File: src/rtl/muldiv_unit.sv
// Iterative 32-bit unsigned multiply/divide unit: shift-add MUL/MULHU, restoring DIVU/REMU.
// The divider datapath is present only when MULDIV_DIVIDE_EN is defined.
module muldiv_unit (
    input  logic        clk,
    input  logic        reset_n,
    input  logic        start,
    input  logic [1:0]  MulDiv_Control,
    input  logic [31:0] input_A,
    input  logic [31:0] input_B,
    output logic        ready,
    output logic        done,
    output logic [31:0] result,
    output logic        Zero_Flag
);

    localparam int unsigned XLEN  = 32;
    localparam int unsigned ACC_W = 2 * XLEN;
    localparam int unsigned CNT_W = 5;

    localparam logic [1:0] OP_MUL   = 2'b00;
    localparam logic [1:0] OP_MULHU = 2'b01;
    localparam logic [1:0] OP_DIVU  = 2'b10;
    localparam logic [1:0] OP_REMU  = 2'b11;

    localparam logic [CNT_W-1:0] LAST_ITER = CNT_W'(XLEN - 1);

    typedef enum logic [1:0] {
        ST_IDLE = 2'd0,
        ST_CALC = 2'd1,
        ST_DONE = 2'd2
    } state_e;

    state_e            state_q, state_d;
    logic [CNT_W-1:0]  cnt_q, cnt_d;
    logic [1:0]        op_q, op_d;
    logic [XLEN-1:0]   b_q, b_d;
    logic [ACC_W-1:0]  acc_q, acc_d;
    logic              ready_q, ready_d;
    logic              done_q, done_d;
    logic [XLEN-1:0]   result_q, result_d;
    logic              zero_q, zero_d;
    logic [XLEN:0]     mul_sum;
    logic [XLEN-1:0]   fin;
`ifdef MULDIV_DIVIDE_EN
    logic [XLEN-1:0]   rem_q, rem_d;
    logic [XLEN:0]     rem_sh;
    logic [XLEN:0]     rem_diff;
`endif

    // State and output registers
    always_ff @(posedge clk or negedge reset_n) begin
        if (!reset_n) begin
            state_q  <= ST_IDLE;
            cnt_q    <= '0;
            op_q     <= OP_MUL;
            b_q      <= '0;
            acc_q    <= '0;
            ready_q  <= 1'b1;
            done_q   <= 1'b0;
            result_q <= '0;
            zero_q   <= 1'b1;
`ifdef MULDIV_DIVIDE_EN
            rem_q    <= '0;
`endif
        end else begin
            state_q  <= state_d;
            cnt_q    <= cnt_d;
            op_q     <= op_d;
            b_q      <= b_d;
            acc_q    <= acc_d;
            ready_q  <= ready_d;
            done_q   <= done_d;
            result_q <= result_d;
            zero_q   <= zero_d;
`ifdef MULDIV_DIVIDE_EN
            rem_q    <= rem_d;
`endif
        end
    end

    // Next-state, datapath step and registered-output computation
    always_comb begin
        state_d  = state_q;
        cnt_d    = cnt_q;
        op_d     = op_q;
        b_d      = b_q;
        acc_d    = acc_q;
        done_d   = 1'b0;
        result_d = result_q;
        zero_d   = zero_q;
        mul_sum  = {1'b0, acc_q[ACC_W-1:XLEN]} + {1'b0, b_q};
        fin      = '0;
`ifdef MULDIV_DIVIDE_EN
        rem_d    = rem_q;
        rem_sh   = {rem_q, acc_q[XLEN-1]};
        rem_diff = rem_sh - {1'b0, b_q};
`endif

        case (state_q)
            ST_IDLE: begin
                if (start) begin
                    op_d  = MulDiv_Control;
                    b_d   = input_B;
                    cnt_d = '0;
                    acc_d = {{XLEN{1'b0}}, input_A};
`ifdef MULDIV_DIVIDE_EN
                    rem_d   = '0;
                    state_d = ST_CALC;
`else
                    // Divide ops complete immediately with a zero result
                    if (MulDiv_Control[1]) begin
                        state_d  = ST_DONE;
                        done_d   = 1'b1;
                        result_d = '0;
                        zero_d   = 1'b1;
                    end else begin
                        state_d = ST_CALC;
                    end
`endif
                end
            end

            ST_CALC: begin
`ifdef MULDIV_DIVIDE_EN
                if (op_q[1]) begin
                    // Restoring step: quotient bits shift in where dividend bits leave
                    if (!rem_diff[XLEN]) begin
                        rem_d = rem_diff[XLEN-1:0];
                        acc_d = {acc_q[ACC_W-1:XLEN], acc_q[XLEN-2:0], 1'b1};
                    end else begin
                        rem_d = rem_sh[XLEN-1:0];
                        acc_d = {acc_q[ACC_W-1:XLEN], acc_q[XLEN-2:0], 1'b0};
                    end
                end else
`endif
                if (acc_q[0]) begin
                    acc_d = {mul_sum, acc_q[XLEN-1:1]};
                end else begin
                    acc_d = {1'b0, acc_q[ACC_W-1:1]};
                end

                case (op_q)
                    OP_MUL:   fin = acc_d[XLEN-1:0];
                    OP_MULHU: fin = acc_d[ACC_W-1:XLEN];
`ifdef MULDIV_DIVIDE_EN
                    OP_DIVU:  fin = acc_d[XLEN-1:0];
                    OP_REMU:  fin = rem_d;
`else
                    OP_DIVU:  fin = '0;
                    OP_REMU:  fin = '0;
`endif
                    default:  fin = '0;
                endcase

                cnt_d = cnt_q + CNT_W'(1);
                if (cnt_q == LAST_ITER) begin
                    state_d  = ST_DONE;
                    done_d   = 1'b1;
                    result_d = fin;
                    zero_d   = (fin == '0);
                end
            end

            ST_DONE: begin
                state_d = ST_IDLE;
            end

            default: begin
                state_d = ST_IDLE;
            end
        endcase

        ready_d = (state_d == ST_IDLE);
    end

    assign ready     = ready_q;
    assign done      = done_q;
    assign result    = result_q;
    assign Zero_Flag = zero_q;

endmodule

File: config.mk
export PLATFORM = sky130hd
export DESIGN_NAME = muldiv_unit
export DESIGN_NICKNAME = d
export VERILOG_FILES = /design/src/rtl/muldiv_unit.sv
export SDC_FILE = /design/constraint.sdc
export NUM_CORES = 1
export LEC_CHECK = 0
export CAP_MARGIN = 15
export CORE_MARGIN = 4
export CORE_UTILIZATION = 55
export CTS_CLUSTER_DIAMETER = 40
export DETAILED_ROUTE_END_ITERATION = 6
export PLACE_DENSITY_LB_ADDON = 0.08
export SETUP_SLACK_MARGIN = 0.3
export SKIP_LAST_GASP = 1
export SYNTH_ARGS = -nofsm -noshare
export SYNTH_HDL_FRONTEND = slang
export SYNTH_SLANG_ARGS = --single-unit
File: constraint.sdc
create_clock -name clk -period 4.65 [get_ports clk]
set_input_delay 0.6975 -clock clk [delete_from_list [all_inputs] [get_ports clk]]
set_output_delay 0.6975 -clock clk [all_outputs]
set_load 0.005 [all_outputs]
==> impl_metrics.env <==
export IMPL_ios=104
export IMPL_ir_drop_mv=0.413
export IMPL_cts_htree_levels=4
export IMPL_drt_iter0_drc=628
export IMPL_drt_total_wl_um=24000
export IMPL_synth_warnings=0
export IMPL_syn_num_nets=1074
export IMPL_grt_pass1_wl_um=39100
export IMPL_synth_edff_count=0
export IMPL_final_period_utilization=0.738
export IMPL_ys_types=74
export IMPL_n_antenna_cell=0
export IMPL_p_leak_nw=4.44
export IMPL_drv_cap=0
export IMPL_gp_congestion=0.950
export IMPL_syn_to_final_growth_pct=21.4
export IMPL_grt_pass1_vias=7736
export IMPL_drc_errors=0
export IMPL_p_per_area_nw_per_um2=776
export IMPL_criticalPathCategory="reg -> reg"
export IMPL_avgViaCountPerCell=6.17
export IMPL_overflow=0
export IMPL_synth_seq_cells=140
export IMPL_dr_pass1_iters=6
export IMPL_status="completed"
export IMPL_rows=44
export IMPL_min_period_ns=3.43
export IMPL_rsz0062_at_grt="no"
export IMPL_fin_nets=1147
export IMPL_cts_tree="yes"
export IMPL_hold_violations=0
export IMPL_synth_area_um2=8190
export IMPL_wire_per_inst_um=19.4
export IMPL_grt_util_all_layers=0.297
export IMPL_worst_slew_pin_slew_ns=0.991
export IMPL_fin_setup_tns_ns=0
export IMPL_cts_num_sinks=140
export IMPL_synth_ff_type="dfrtp_1"
export IMPL_core_area_um2=14500
export IMPL_required_ns=5.00
export IMPL_async_reset_ff_frac=1.00
export IMPL_report_final_setup_viol=0
export IMPL_relSlewSlack=0.335
export IMPL_synthCells=970
export IMPL_cts_root_buf="clkbuf_16"
export IMPL_hold_ws_ns=0.242
export IMPL_cts_buffers=17
export IMPL_io_buffers=103
export IMPL_cts_resized=0
export IMPL_antenna_found_initial=0
export IMPL_die_height_um=130
export IMPL_finClkSkew_ns=0.00824
export IMPL_yosysSeqAreaShare=0.428
export IMPL_grt_max_degree=75
export IMPL_clock_latency_ns=0.43
export IMPL_start_kind="flip-flop"
export IMPL_clockBufferDepth=2
export IMPL_start_util=0.563
export IMPL_critPathMaxFanout=5
export IMPL_drive_above_1_share=0.0634
export IMPL_fmax_ghz=0.291
export IMPL_die_area_um2=16900
export IMPL_min_path_type="in -> async"
export IMPL_slew_violations=0
export IMPL_syn_avg_cell_area_um2=8.44
export IMPL_cts_hold_buf=0
export IMPL_endpoint_kind="flip-flop"
export IMPL_vias=7654
export IMPL_clk_pin_slew_ns=0.06
export IMPL_ant_nets=0
export IMPL_hpwl_um=16700
export IMPL_cts_setup_buffers=0
export IMPL_crit_arrival_ns=3.78
export IMPL_die_w_um=130
## layer usage
layer	GRT usage	share of wire	vias up
met2	0.505	0.50	235
met3	0.0528	0.048	58
met1	0.373	0.42	3724
met4	0.127	0.037	0
met5	0	0	-
li1	-	-	3637
## metrics by stage
step                total power [W]  worst slack, ns  cells   util  area [µm²]
global placement            0.00610             1.27   1208  0.641        9310
finish                      0.00772             1.22   1240  0.684        9940
detailed placement          0.00617             1.25   1208  0.641        9310
CTS                         0.00768             1.23   1240  0.684        9940
global route                0.00830             1.02   1240  0.684        9940
floorplan                   0.00504             1.56    970      -        8190
## power by group
group          switching (W)  total [W]  internal [W]
registers           0.000429    0.00210       0.00167
clock network       0.000560    0.00148      0.000919
logic                0.00260    0.00414       0.00154
## cell type report
cell class / instances / area (µm²)
clock buffer: 20 / 447
clock inverter: 12 / 184
fill: 1229 / 4590
inverter: 14 / 52.6
multi-input combinational: 755 / 4400
sequential: 140 / 3510
tap: 184 / 230
timing repair buffer: 115 / 1120
## cells in the mapped netlist (all sizes together) (3+ instances only)
cell type / number / share of area
buf: 17 / 0.0087
a22o: 14 / 0.015
o22ai: 36 / 0.028
xnor2: 5 / 0.0053
o21ai: 79 / 0.049
nand4: 13 / 0.0099
a211oi: 19 / 0.019
a21boi: 4 / 0.0037
a31oi: 8 / 0.0061
o31ai: 6 / 0.0055
nand2b: 4 / 0.0034
dfrtp: 138 / 0.42
inv: 12 / 0.0055
nor3: 15 / 0.0098
xor2: 10 / 0.011
or3: 7 / 0.0053
o41ai: 3 / 0.0032
o311a: 3 / 0.0037
nor2b: 8 / 0.0061
a211o: 3 / 0.0032
nand3b: 5 / 0.0046
mux2i: 17 / 0.021
ha: 34 / 0.052
nand2: 185 / 0.085
clkbuf: 44 / 0.020
nand3: 27 / 0.017
nor4: 4 / 0.0038
a311o: 3 / 0.0037
a21oi: 47 / 0.030
and2: 4 / 0.0034
o221ai: 3 / 0.0032
a21o: 16 / 0.015
o21bai: 8 / 0.0073
o21a: 6 / 0.0055
nor2: 122 / 0.056
or4: 3 / 0.0032
## final timing paths
kind                            startpoint        end  slack, ns  depth (start not counted)
worst min-delay path               reset_n     b_q[3]       0.24                          1
max in group asynchronous          reset_n  Zero_Flag       3.42                          2
worst min register to register      b_q[2]     b_q[2]       0.49                          2
min in group clk                    b_q[2]     b_q[2]       0.49                          2
worst max register to register   acc_q[32]  Zero_Flag       1.22                         13
worst max-delay path             acc_q[32]  Zero_Flag       1.22                         13
## sequential cells by signal (all words and copies together) (netlist names)
| name | count |
|---|---|
| ready | 1 |
| state_q | 2 |
| cnt_q | 5 |
| result | 32 |
| acc_q | 64 |
| Zero_Flag | 1 |
| b_q | 32 |
| op_q | 2 |
| done | 1 |
## placed cells by master, fill, tap and decap left out, drive strengths merged, types with 6 or more instances in the layout
master         Yosys  routed
inv               12      16
o21ai             79      79
nor3              15      15
o22ai             36      36
a21o              16      16
mux2i             17      17
clkbuf            44      20
buf               17      13
ha                34      34
o21bai             8       8
dfrtp            138     138
o31ai              6       6
or3                7       7
nand2            185     185
nand3             27      27
nand4             13      13
nor2b              8       8
o21a               6       6
nor2             122     122
a22o              14      14
a211oi            19      19
a31oi              8       8
clkdlybuf4s50      0     102
xor2              10      10
a21oi             47      47
## critical path, stage by stage (launching register included)
cell and delay (ns):
dfrtp_1 0.36, ha_1 0.18, inv_1 0.06, fa_1 0.39, nand2b_2 0.23, a211oi_4 0.31, o21ai_2 0.14, and4b_1 0.23
or4_4 0.56, and2_4 0.16, o311ai_4 0.29, mux2i_2 0.13, o2111ai_2 0.20, o22ai_1 0.09
## kinds of logic (layout without fill, tap and decap cells)
| group | count (synthesis) | in the layout | synth area share |
|---|---|---|---|
| simple gates | 406 | 406 | 0.215 |
| compound gates | 280 | 280 | 0.227 |
| flops | 140 | 140 | 0.428 |
| buf+inv | 75 | 161 | 0.0353 |
| fa+ha+maj | 35 | 35 | 0.0544 |
| mux | 19 | 19 | 0.0240 |
| xor+xnor | 15 | 15 | 0.0160 |
Power figures use the tool's default switching activity.
